## src/rtl/mem_map_pkg.sv

```systemverilog
// Shared memory map for the block-RAM front ends: widths, I/O register
// addresses, region and FSM state types, and the address decode rule.
package mem_map_pkg;

  localparam int DATA_W    = 16;
  localparam int ADDR_W    = 16;
  localparam int RAM_AW    = 10;
  localparam int RAM_DEPTH = 1 << RAM_AW;
  localparam int SW_W      = 10;

  localparam logic [ADDR_W-1:0] IO_SW_ADDR  = 16'hFFF0;
  localparam logic [ADDR_W-1:0] IO_LED_ADDR = 16'hFFF1;

  typedef enum logic [1:0] {
    REG_RAM,
    REG_SW,
    REG_LED,
    REG_UNMAPPED
  } region_e;

  typedef enum logic [1:0] {
    IDLE,
    ACCESS,
    CAPTURE,
    RESP
  } state_e;

  // The full address is compared so that 0x0400 and up never alias onto RAM.
  function automatic region_e decode_region(input logic [ADDR_W-1:0] addr);
    region_e region;
    if ({16'b0, addr} < 32'(RAM_DEPTH)) begin
      region = REG_RAM;
    end else if (addr == IO_SW_ADDR) begin
      region = REG_SW;
    end else if (addr == IO_LED_ADDR) begin
      region = REG_LED;
    end else begin
      region = REG_UNMAPPED;
    end
    return region;
  endfunction

endpackage

```

## src/rtl/mem_addr_decode.sv

```systemverilog
// Combinational CPU-address to memory-region decoder, shared by the
// port-A controller and the port-B client.
module mem_addr_decode
  import mem_map_pkg::*;
(
  input  logic [ADDR_W-1:0] addr,
  output region_e           region
);

  assign region = decode_region(addr);

endmodule

```

## src/rtl/mem_ctrl.sv

```systemverilog
// Port-A front end of the dual-port block RAM: single load/store handshake,
// address decode into RAM / switch / LED space, and RAM read-latency absorption.
module mem_ctrl
  import mem_map_pkg::*;
(
  input  logic              clk,
  input  logic              reset,
  input  logic              req,
  input  logic              we,
  input  logic [ADDR_W-1:0] addr,
  input  logic [DATA_W-1:0] wdata,
  output logic              ready,
  output logic              done,
  output logic [DATA_W-1:0] rdata,
  output logic              err,
  output logic              ram_en,
  output logic [RAM_AW-1:0] ram_addr,
  output logic [DATA_W-1:0] ram_wdata,
  input  logic [DATA_W-1:0] ram_rdata,
  input  logic [SW_W-1:0]   io_sw,
  output logic [DATA_W-1:0] io_led
);

  state_e            state_q, state_d;
  region_e           region_q, region_d;
  region_e           addr_region;
  logic              we_q, we_d;
  logic              ram_en_q, ram_en_d;
  logic [RAM_AW-1:0] ram_addr_q, ram_addr_d;
  logic [DATA_W-1:0] ram_wdata_q, ram_wdata_d;
  logic [DATA_W-1:0] rdata_q, rdata_d;
  logic              done_q, done_d;
  logic              err_q, err_d;
  logic [DATA_W-1:0] io_led_q, io_led_d;

  mem_addr_decode u_decode (
    .addr   (addr),
    .region (addr_region)
  );

  always_comb begin
    state_d     = state_q;
    region_d    = region_q;
    we_d        = we_q;
    ram_en_d    = 1'b0;
    ram_addr_d  = ram_addr_q;
    ram_wdata_d = ram_wdata_q;
    rdata_d     = rdata_q;
    done_d      = 1'b0;
    err_d       = 1'b0;
    io_led_d    = io_led_q;

    case (state_q)
      IDLE: begin
        if (req) begin
          we_d        = we;
          region_d    = addr_region;
          ram_addr_d  = addr[RAM_AW-1:0];
          ram_wdata_d = wdata;
          ram_en_d    = we && (addr_region == REG_RAM);
          state_d     = ACCESS;
        end
      end

      // ram_wdata_q doubles as the latched store data for the LED register.
      ACCESS: begin
        if (we_q && (region_q == REG_LED)) begin
          io_led_d = ram_wdata_q;
        end
        state_d = CAPTURE;
      end

      CAPTURE: begin
        case (region_q)
          REG_RAM:  rdata_d = ram_rdata;
          REG_SW:   rdata_d = {{(DATA_W-SW_W){1'b0}}, io_sw};
          REG_LED:  rdata_d = io_led_q;
          default:  rdata_d = '0;
        endcase
        done_d  = 1'b1;
        err_d   = (region_q == REG_UNMAPPED);
        state_d = RESP;
      end

      RESP: begin
        state_d = IDLE;
      end

      default: begin
        state_d = IDLE;
      end
    endcase
  end

  always_ff @(posedge clk) begin
    if (reset) begin
      state_q     <= IDLE;
      region_q    <= REG_RAM;
      we_q        <= 1'b0;
      ram_en_q    <= 1'b0;
      ram_addr_q  <= '0;
      ram_wdata_q <= '0;
      rdata_q     <= '0;
      done_q      <= 1'b0;
      err_q       <= 1'b0;
      io_led_q    <= '0;
    end else begin
      state_q     <= state_d;
      region_q    <= region_d;
      we_q        <= we_d;
      ram_en_q    <= ram_en_d;
      ram_addr_q  <= ram_addr_d;
      ram_wdata_q <= ram_wdata_d;
      rdata_q     <= rdata_d;
      done_q      <= done_d;
      err_q       <= err_d;
      io_led_q    <= io_led_d;
    end
  end

  assign ready     = (state_q == IDLE);
  assign done      = done_q;
  assign rdata     = rdata_q;
  assign err       = err_q;
  assign ram_en    = ram_en_q;
  assign ram_addr  = ram_addr_q;
  assign ram_wdata = ram_wdata_q;
  assign io_led    = io_led_q;

endmodule

```

## config.mk

```make
export PLATFORM = sky130hd
export DESIGN_NAME = mem_ctrl
export DESIGN_NICKNAME = d
export VERILOG_FILES = /design/src/rtl/mem_map_pkg.sv /design/src/rtl/mem_addr_decode.sv /design/src/rtl/mem_ctrl.sv
export SDC_FILE = /design/constraint.sdc
export NUM_CORES = 1
export LEC_CHECK = 0
export BUFFER_PORTS_ARGS = -buffer_cell sky130_fd_sc_hd__buf_2
export CORE_ASPECT_RATIO = 2
export CORE_UTILIZATION = 50
export DETAILED_ROUTE_END_ITERATION = 7
export PLACE_DENSITY = 0.92
export SLEW_MARGIN = 30
export SYNTH_ARGS = -nofsm -noshare
export SYNTH_HDL_FRONTEND = slang
export SYNTH_SLANG_ARGS = --single-unit
```

## constraint.sdc

```tcl
create_clock -name clk -period 3.49 [get_ports clk]
set_clock_uncertainty 0.2 [all_clocks]
set_input_delay 0.1745 -clock clk [delete_from_list [all_inputs] [get_ports clk]]
set_output_delay 0.1745 -clock clk [all_outputs]
set_load 0.005 [all_outputs]
```

Word-level counts from Yosys, hierarchy flattened
Cells that the tools add are included.
{ "op_classes": {"order_cmp": 1, "eq_ne": 9, "mux": 7, "bitwise": 3, "reduce_logical": 9} }
{ "op_table": {"columns": ["cell", "count"], "rows": [
  ["16-bit case mux with 3 select lines", 1],
  ["16-bit == test (second input constant)", 2],
  ["16-bit by 11-bit less-than comparator with 1-bit output (second input constant)", 1],
  ["2-bit == test (second input constant)", 4],
  ["2-bit case mux with 4 select lines", 1],
  ["2-bit zero test", 3],
  ["2-bit 2-to-1 mux", 3],
  ["2-bit by 1-bit == test with 1-bit output (second input constant)", 2],
  ["2-bit AND reduction", 2],
  ["1-bit inverter", 3],
  ["3-bit OR reduction", 1],
  ["1-bit logical AND", 2],
  ["1-bit 2-to-1 mux", 2],
  ["2-bit != test (second input constant)", 1],
  ["2-bit OR reduction", 1]
]} }
{ "word_totals": {"reg_bits": 66, "output_inout_bits": 62, "wordCells": 39} }

Depth between registers and ports, before layout
Gate-level depths: netlist (run 1).
{ "depth": {"word_depth": 6, "mapped_depth": 7, "depth_no_buf": 6} }

Cells and area by module
A second synthesis (run 1) with hierarchy kept.
{ "hier_totals": {"cells_unflattened": 324, "area_unflattened_um2": 2702.6} }
{ "by_module_without_submodules": {"columns": ["mod", "n_inst", "cells_per_inst", "area_each_um2", "seq_area_each_um2"], "rows": [
  ["mem_ctrl", 1, 314, 2640.0, 1321.3],
  ["mem_addr_decode", 1, 10, 62.6, 0.0]
]} }

Least setup slack after synthesis (run 1)
Ideal clock, no wire load.
{ "synth_path": {"path_type": "register to register", "from": "register state_q[0]", "to": "register region_q[0]", "setup_time_ns": 0.068, "arrival_ns": 1.285, "required_ns": 3.222, "setup_slack_ns": 1.937, "stages_incl_launch_ff": 6, "path_buffers": 0, "cell_sequence": "dfxtp_1 -> inv_1 -> ha_1 -> nand2_1 -> or4_4 -> o21ai_2"} }
{ "synth_via": {"elab_chain_cells": 2} }
{ "synth_lines": {"columns": ["element", "line", "rtl"], "rows": [
  ["from (decl)", "mem_ctrl.sv:24", "state_e state_q, state_d;"],
  ["from (signal assigned)", "mem_ctrl.sv:108", "state_q <= state_d;"],
  ["2-bit zero test", null, null],
  ["via ready", "mem_ctrl.sv:12", "output logic ready,"],
  ["2-bit AND reduction (no line)", null, null],
  ["to (signal assigned)", "mem_ctrl.sv:109", "region_q <= region_d;"],
  ["to (decl)", "mem_ctrl.sv:25", "region_e region_q, region_d;"]
]} }
The timed path passes the listed nets, and every way through them passes these cells.
A chain may end at the register's enable or synchronous reset.

Worst setup path after layout (run 1)
{ "layout_path": {"from": "register region_q[1]", "to": "register io_led_q[3], in the netlist io_led[3]"} }
{ "layout_via": {"elab_chain_cells": 3} }
{ "layout_lines": {"columns": ["element", "line", "rtl"], "rows": [
  ["2-bit == test", "mem_ctrl.sv:67", "if (we_q && (region_q == REG_LED)) begin"],
  ["1-bit logical AND", "mem_ctrl.sv:67", null],
  ["2-bit AND reduction (no line)", null, null],
  ["to (signal assigned)", "mem_ctrl.sv:117", "io_led_q <= io_led_d;"],
  ["to (decl)", "mem_ctrl.sv:34", "logic [DATA_W-1:0] io_led_q, io_led_d;"]
]} }
No other way between the ends.

==> results of run 1 <==
[state kept, by name (all words and copies together), names as in the netlist]
signal     cells
done           1
err            1
io_led        16
ram_addr      10
ram_en         1
ram_wdata     16
rdata         16
region_q       2
state_q        2
we_q           1
[worst paths after layout]
path,slack (ns),depth (start not counted),endpoint,from
worst min register to register,0.25,2,ram_addr[3],ram_addr[3]
worst max-delay path,1.30,3,io_led[3],region_q[1]
worst max register to register,1.30,3,io_led[3],region_q[1]
worst min-delay path,0.02,4,rdata[10],ram_rdata[10]
[cells by family (layout without fill, tap and decap cells)]
group | after synthesis | count (layout)
AND/OR/NAND/NOR | 141 | 141
AO/OA/AOI/OAI | 74 | 74
flip-flops | 66 | 66
buffers and inverters | 26 | 174
multiplexers | 17 | 17
adder cells (fa/ha/maj) | 3 | 3
[worst reg2reg max path: stages, from the launching register on]
cell                       delay, ns
sky130_fd_sc_hd__dfxtp_1        0.82
sky130_fd_sc_hd__nand4b_1       0.67
sky130_fd_sc_hd__nand2_1        0.26
sky130_fd_sc_hd__a21oi_1        0.10
[placed cells by master (no fill, tap or decap), types with 9 or more instances in the layout]
cell	n
sky130_fd_sc_hd__buf_2	122
sky130_fd_sc_hd__nand2_1	88
sky130_fd_sc_hd__dfxtp_1	66
sky130_fd_sc_hd__a21oi_1	59
sky130_fd_sc_hd__nor2_1	30
sky130_fd_sc_hd__dlygate4sd3_1	30
sky130_fd_sc_hd__mux2i_1	11
sky130_fd_sc_hd__a211oi_1	11
sky130_fd_sc_hd__clkbuf_8	10
sky130_fd_sc_hd__nor2b_1	9
[per-layer routing]
| metal | global-route usage, % | part of all wire (%) | up-vias |
|---|---|---|---|
| met5 | 0 | 0 | - |
| met4 | 14.8 | 3.6 | 0 |
| met3 | 7.65 | 5.5 | 26 |
| met2 | 48.3 | 54 | 111 |
| met1 | 27.8 | 37 | 1289 |
| li1 | - | - | 1379 |
[final cells by class]
cell class                      instances  area [sq um]  share of cell area [%]
Sequential cell                        66          1320                    35.1
Multi-Input combinational cell        235          1250                    33.4
Timing Repair Buffer                  156           941                    25.0
Clock buffer                           13           149                    3.96
Tap cell                               58          72.6                    1.93
Clock inverter                          3          15.0                   0.399
Inverter                                2          7.51                   0.200
[what timing repair did]
action                    in CTS  in global routing
hold endpoints to repair      32                  0
buffers inserted               0                  0
hold buffers                  30                  0
resized for setup              0                  0
[where the power goes]
part	total, mW	switching, mW	internal (mW)
Combinational	0.771	0.410	0.361
Sequential	1.03	0.137	0.894
Clock	0.547	0.273	0.274
Total	2.35	0.820	1.53
[stage by stage]
step | util, % | setup slack (ns) | hold slack (ns) | total power, mW
finish | 72.5 | 1.30 | 0.0173 | 2.35
global route | 72.5 | 1.14 | 0.0218 | 2.49
CTS | 72.5 | 1.32 | 0.00243 | 2.36
detailed placement | 63.6 | 1.35 | 0.220 | 1.78
global placement | 63.5 | 1.43 | 0.219 | 1.75
floorplan | - | 1.94 | 0.0539 | 1.53
==> implementation parameters, run 1 <==
Parameter                              Value

Outcome
  Run status ... complete, no violations

CTS
  Clk Latency, worst-skew pair ... 0.34 ns
  Clk pin slew, worst setup/hold paths ... 0.07 ns
  Clock Tree Buf Depth ... 2
  Root buffer selected by CTS ... sky130_fd_sc_hd__clkbuf_8
  Sinks on Clock Net ... 66
  Total clock buffers created by CTS ... 9
  CTS H-Tree Depth ... 3
  Clock tree from TritonCTS ... built

Logic synthesis
  Post-synth top area share ... 49.0%
  Count of mapped cells out of synthesis ... 327
  Most instantiated library cell after synthesis ... sky130_fd_sc_hd__nand2_1
  Simple-Gate Fraction of Synth Area ... 23.0%
  Register bit total from synthesis ... 66
  Post-synthesis share of cell area spent on xor and xnor gates ... 0%
  Area share of fa/ha/maj cells after synthesis ... 1.39%
  Multiplexer fraction of the synthesized cell area ... 6.59%
  Synthesis Warnings ... 0
  Total standard cell area after synthesis ... 2700 sq um
  Cell type contributing the most total cell area after synthesis ... sky130_fd_sc_hd__dfxtp_1
  Leading cell types by total area after synthesis ... sky130_fd_sc_hd__dfxtp_1 49%, sky130_fd_sc_hd__nand2_1 12%, sky130_fd_sc_hd__a21oi_1 11%
  Largest family of logic cells by synthesized area ... simple AND/OR/NAND/NOR gates
  Syn nets ... 392
  EDFF count, synth ... 0
  Most instantiated flip-flop cell in the synthesis netlist ... sky130_fd_sc_hd__dfxtp_1
  Fraction of registers with async set/reset ... 0%
  Average cell area after synthesis ... 8.24 sq um
  Fraction of the mapped netlist area in compound gates ... 15.6%
  Most frequent cells after synthesis ... 88 x sky130_fd_sc_hd__nand2_1, 66 x sky130_fd_sc_hd__dfxtp_1, 59 x sky130_fd_sc_hd__a21oi_1
  Post-synthesis cell type count ... 29
  Sequential fraction of the synthesis area ... 49.0%

Route
  Number of design rule violations left after detail routing ... 0
  Post-Route WL ... 7550 um
  First-pass iteration count of the detailed router ... 4
  Number of DRC violations after detailed-routing iteration 0 ... 71
  Antenna Nets Post-Route ... 0
  Overall via count from detail_route ... 2805
  Drt wl/cell ... 14.2 um
  Average via count per standard cell ... 5.26

Critical path
  Capturing element type of the critical path ... register
  CP max FO ... 21
  CP bufs+invs ... 0
  Slowest CP cell ... sky130_fd_sc_hd__dfxtp_1
  CP required ... 3.49 ns
  Arrival time at the worst endpoint ... 2.19 ns
  Critical Path Max Stage Delay ... 0.82 ns
  Kind of critical path ... register to register
  Series of cell instances along the critical path ... nand4b_1, nand2_1, a21oi_1
  Startpoint types ... register
  Delay-heaviest family, CP ... simple AND/OR/NAND/NOR gates

GRT
  All-Layer GR Usage ... 27.8%
  Number of antenna violations at the first check in global routing ... 0
  First-pass GRT wire length ... 11500 um
  Maximum number of pins on one net before global-route repair ... 67
  Via count of the first global-routing pass ... 2658
  Overflow after GRT ... 0

Place
  Placer Congestion ... 0.812
  Number of port buffers ... 123
  Placed Cells ... 487
  Total half-perimeter wirelength after legalization and detailed placement ... 5040 um
  Post-DP Area ... 3300 sq um

Final layout
  Post-layout instance area ... 3760 sq um
  Fraction of layout cells with a size suffix above 1 ... 32.2%
  Fin cells ... 533
  Net total in the final layout ... 535
  Filler cell count in the final layout ... 404
  Area growth from synthesis to layout ... 39.6%
  Antenna diodes ... 0

Die
  Initial Util ... 52.0%
  Rows ... 37
  Horizontal die dimension ... 53.9 um
  Core box area ... 5180 sq um
  I/O Pins ... 124
  Total Die Area ... 5710 sq um
  Die height ... 106 um

Timing
  Count of pins over their slew limit ... 0
  Transition time of the tightest slew-check pin ... 0.801 ns
  Max-Slew Margin vs Limit ... 46.5%
  Final clock period utilization by the worst path ... 62.7%
  Max Fclk ... 457 MHz
  Setup Viol. Count Final ... 0
  Number of hold violations in the final report ... 0
  Clock period minus final worst setup slack ... 2.19 ns
  Setup repair after global routing missed its margin ... false
  Accumulated negative setup slack ... 0 ns

Power
  Largest vdd supply drop ... 503 uV
  Leakage component of the power ... 1.73 nW
  PD cells ... 625 nW/um^2

Run
  Maximum Capacitance Violations ... 0

Worst hold path
  Hold WC Path Type ... primary input to register
Power figures use the tool's default switching activity.
==> inputs of run 2 (changes only) <==
Settings changed: ABC_AREA set to 1, CORE_UTILIZATION 50 to 42, PLACE_DENSITY 0.92 to 0.83.
Clock period 3.49 ns to 1.98 ns, I/O delays scaled along.
==> run 2 against run 1 <==
Clock-buffer cell count did not move. Critical path type unchanged. First-iteration DRC count rose to 3.4 times the previous value. Global-route usage fell by 1.1 points. Via count rose by 13%. Worst setup slack got worse by 1.3 ns. Critical path depth rose by 5.
==> implementation parameters, run 2 <==
Parameter                              Value

CTS
  CTS H-Tree Depth ... 3 (unchanged)
  Total clock buffers created by CTS ... 9 (unchanged)
  Post-CTS setup repair buffer count ... 0 (unchanged)
  Sinks on Clock Net ... 66 (unchanged)
  Clk Latency, worst-skew pair ... 0.32 ns (-0.02 ns)
  Clk pin slew, worst setup/hold paths ... 0.05 ns (-0.02 ns)
  Clock Tree Buf Depth ... 2 (unchanged)
  Root buffer selected by CTS ... sky130_fd_sc_hd__clkbuf_16
  Clock tree from TritonCTS ... built

Route
  Overall via count from detail_route ... 3172 (+13%)
  Drt wl/cell ... 13.4 um (-5.3%)
  Average via count per standard cell ... 4.90 (-6.8%)
  Antenna Nets Post-Route ... 0 (unchanged)
  First-pass iteration count of the detailed router ... 5 (+1)
  Number of design rule violations left after detail routing ... 0 (unchanged)
  Post-Route WL ... 8670 um (+15%)
  Number of DRC violations after detailed-routing iteration 0 ... 241 (+240%)

Power
  Psw ... 1.67 mW (+100%)
  Internal power summed over all cells ... 3.33 mW (+120%)
  Part of the power in the clock network ... 30.1% (+6.8 points)
  Total Power Consumption ... 5.00 mW (+110%)
  Largest vdd supply drop ... 1020 uV (+100%)
  Leakage component of the power ... 2.09 nW (+21%)
  Fraction of power spent switching nets ... 33.3% (-1.6 points)
  Sequential share of power ... 36.9% (-7.0 points)
  Proportion of power drawn by combinational gates ... 33.0% (+0.2 points)
  PD cells ... 1170 nW/um^2 (+88%)

Timing
  Smallest setup slack after layout ... 0.0468 ns (-1.25 ns)
  Number of hold violations in the final report ... 0 (unchanged)
  Count of pins over their slew limit ... 0 (unchanged)
  Accumulated negative setup slack ... 0 ns (unchanged)
  Setup Viol. Count Final ... 0 (unchanged)
  Clock period minus final worst setup slack ... 1.93 ns (-0.256 ns)
  Max Fclk ... 517 MHz (+13%)
  Max-Slew Margin vs Limit ... 60.6% (+14 points)
  Transition time of the tightest slew-check pin ... 0.590 ns (-0.211 ns)
  Final clock period utilization by the worst path ... 97.6% (+35 points)
  Hold_ws ... 0.00334 ns (-0.0139 ns)

GRT
  First-pass GRT wire length ... 13700 um (+19%)
  Overflow after GRT ... 0 (unchanged)
  All-Layer GR Usage ... 26.6% (-1.1 points)
  Number of antenna violations at the first check in global routing ... 0 (unchanged)
  Maximum number of pins on one net before global-route repair ... 47 (-30%)
  Via count of the first global-routing pass ... 3114 (+17%)

Die
  Core box area ... 6110 sq um (+18%)
  I/O Pins ... 124 (unchanged)
  Total Die Area ... 6730 sq um (+18%)
  Rows ... 40 (+8.1%)
  Initial Util ... 43.9% (-8.0 points)
  Die height ... 115 um (+8.7%)
  Horizontal die dimension ... 58.5 um (+8.5%)

Logic synthesis
  Most frequent cells after synthesis ... 94 x sky130_fd_sc_hd__nor2_1, 74 x sky130_fd_sc_hd__nand2_1, 66 x sky130_fd_sc_hd__dfxtp_1
  Leading cell types by total area after synthesis ... sky130_fd_sc_hd__dfxtp_1 49%, sky130_fd_sc_hd__nor2_1 13%, sky130_fd_sc_hd__nand2_1 10%
  Syn nets ... 443 (+13%)
  Fraction of registers with async set/reset ... 0% (unchanged)
  Average cell area after synthesis ... 7.10 sq um (-14%)
  Post-synth top area share ... 49.3% (+0.23 points)
  Sequential fraction of the synthesis area ... 49.3% (+0.23 points)
  EDFF count, synth ... 0 (unchanged)
  Cell type contributing the most total cell area after synthesis ... sky130_fd_sc_hd__dfxtp_1
  Total standard cell area after synthesis ... 2680 sq um (-0.46%)
  Count of mapped cells out of synthesis ... 378 (+16%)
  Post-synthesis cell type count ... 22 (-24%)
  Synthesis Warnings ... 0 (unchanged)
  Register bit total from synthesis ... 66 (unchanged)
  Most instantiated flip-flop cell in the synthesis netlist ... sky130_fd_sc_hd__dfxtp_1
  Most instantiated library cell after synthesis ... sky130_fd_sc_hd__nor2_1

Place
  Number of port buffers ... 123 (unchanged)
  Placer Congestion ... 0.802 (-1.2%)
  Setup WS pre-CTS ... 0.331 ns (-1.02 ns)
  Post-DP Area ... 3350 sq um (+1.7%)
  Total half-perimeter wirelength after legalization and detailed placement ... 5290 um (+5.0%)
  Placed Cells ... 571 (+17%)

Final layout
  Net total in the final layout ... 623 (+16%)
  Top library cells by usage in the layout, fill and taps aside ... 123 x sky130_fd_sc_hd__buf_2, 94 x sky130_fd_sc_hd__nor2_1, 74 x sky130_fd_sc_hd__nand2_1, 64 x sky130_fd_sc_hd__dfxtp_1, 59 x sky130_fd_sc_hd__dlygate4sd3_1
  Filler cell count in the final layout ... 472 (+17%)
  Fraction of layout cells with a size suffix above 1 ... 27.6% (-4.6 points)
  Post-layout instance area ... 4260 sq um (+13%)
  Fin cells ... 647 (+21%)
  Area growth from synthesis to layout ... 58.7%
  Commonest non-fill, non-tap cell in the layout ... sky130_fd_sc_hd__buf_2
  Fraction of the core area covered by cells at the end of the flow ... 69.7% (-2.8 points)

Critical path
  Capturing element type of the critical path ... register
  CP required ... 2.02 ns (-1.47 ns)
  Startpoint types ... register
  Kind of critical path ... register to register
  CP max FO ... 12 (-43%)
  Arrival time at the worst endpoint ... 1.98 ns (-0.21 ns)

Outcome
  Run status ... complete, no violations

Run
  Maximum Capacitance Violations ... 0 (unchanged)

Worst hold path
  Hold WC Path Type ... primary input to register
[run 2: cell types whose count changed after synthesis, moves of 4 or more]
cell                       previous run  this run
sky130_fd_sc_hd__nor2_1              30        94
sky130_fd_sc_hd__a211oi_1            11         0
sky130_fd_sc_hd__nand3_1              0        14
sky130_fd_sc_hd__mux2_2               6         0
sky130_fd_sc_hd__nor2b_1              9         0
sky130_fd_sc_hd__nand2_1             88        74
sky130_fd_sc_hd__a21oi_1             59        19
sky130_fd_sc_hd__inv_1                2        23
sky130_fd_sc_hd__mux2i_1             11         0
sky130_fd_sc_hd__buf_2               10         6
sky130_fd_sc_hd__o21ai_0              0        51
[run 2: worst max-delay path: stages, from the launching register on]
cell and delay [ns]:
sky130_fd_sc_hd__dfxtp_4 0.40, sky130_fd_sc_hd__inv_2 0.06, sky130_fd_sc_hd__nor2_4 0.10, sky130_fd_sc_hd__buf_6 0.16, sky130_fd_sc_hd__nand2_1 0.08, sky130_fd_sc_hd__nand3_1 0.07
sky130_fd_sc_hd__dlygate4sd3_1 0.56, sky130_fd_sc_hd__nand2_1 0.06, sky130_fd_sc_hd__a21oi_1 0.16
[run 2: timing repair]
| action | 4_1_cts | 5_1_grt |
|---|---|---|
| resized for setup | 0 | 6 |
| hold buffers | 59 | 0 |
| endpoints found under the hold margin | 46 | 0 |
| endpoints found under the setup margin | 0 | 7 |
[run 2: layout make-up]
class | count | area [sq um] | area share [%]
Inverter | 27 | 101 | 2.38
Clock buffer | 13 | 280 | 6.58
Sequential cell | 66 | 1330 | 31.1
Tap cell | 84 | 105 | 2.47
Multi-Input combinational cell | 266 | 1180 | 27.7
Clock inverter | 2 | 10.0 | 0.235
Timing Repair Buffer | 188 | 1250 | 29.5
Antenna cell | 1 | 2.50 | 0.0588
[run 2: per-layer routing]
layer | part of all wire [%] | vias up | global-route usage (%)
li1 | - | 1558 | -
met1 | 36 | 1448 | 26.2
met2 | 54 | 132 | 49.0
met3 | 4.9 | 34 | 5.96
met4 | 4.2 | 0 | 15.7
met5 | 0 | - | 0
[run 2: cells by family (layout without fill, tap and decap cells)]
group           count (synthesis)  count (layout)  synth area share, %
compound gates                 74              74                 14.0
fa+ha+maj                       3               3                 1.40
buf+inv                        47             230                 7.28
flops                          66              66                 49.3
other cells                     0               1                    0
simple gates                  188             189                 28.0
[run 2: worst paths after layout]
check	startpoint	to	slack, ns	cells past startpoint
worst max-delay path	region_q[1]	rdata[0]	0.05	8
worst min-delay path	io_sw[7]	rdata[7]	0.003	5
worst max register to register	region_q[1]	rdata[0]	0.05	8
worst min register to register	rdata[4]	rdata[4]	0.26	2
[run 2: power by group through the flow]
stage                     sequential [mW]  clock (mW)  combinational, mW
after floorplan                      1.85           0              0.875
after global placement               1.84           0               1.39
after detailed placement             1.85           0               1.44
after CTS                            1.83        1.53               1.60
after global routing                 1.87        1.58               1.86
final                                1.84        1.51               1.65
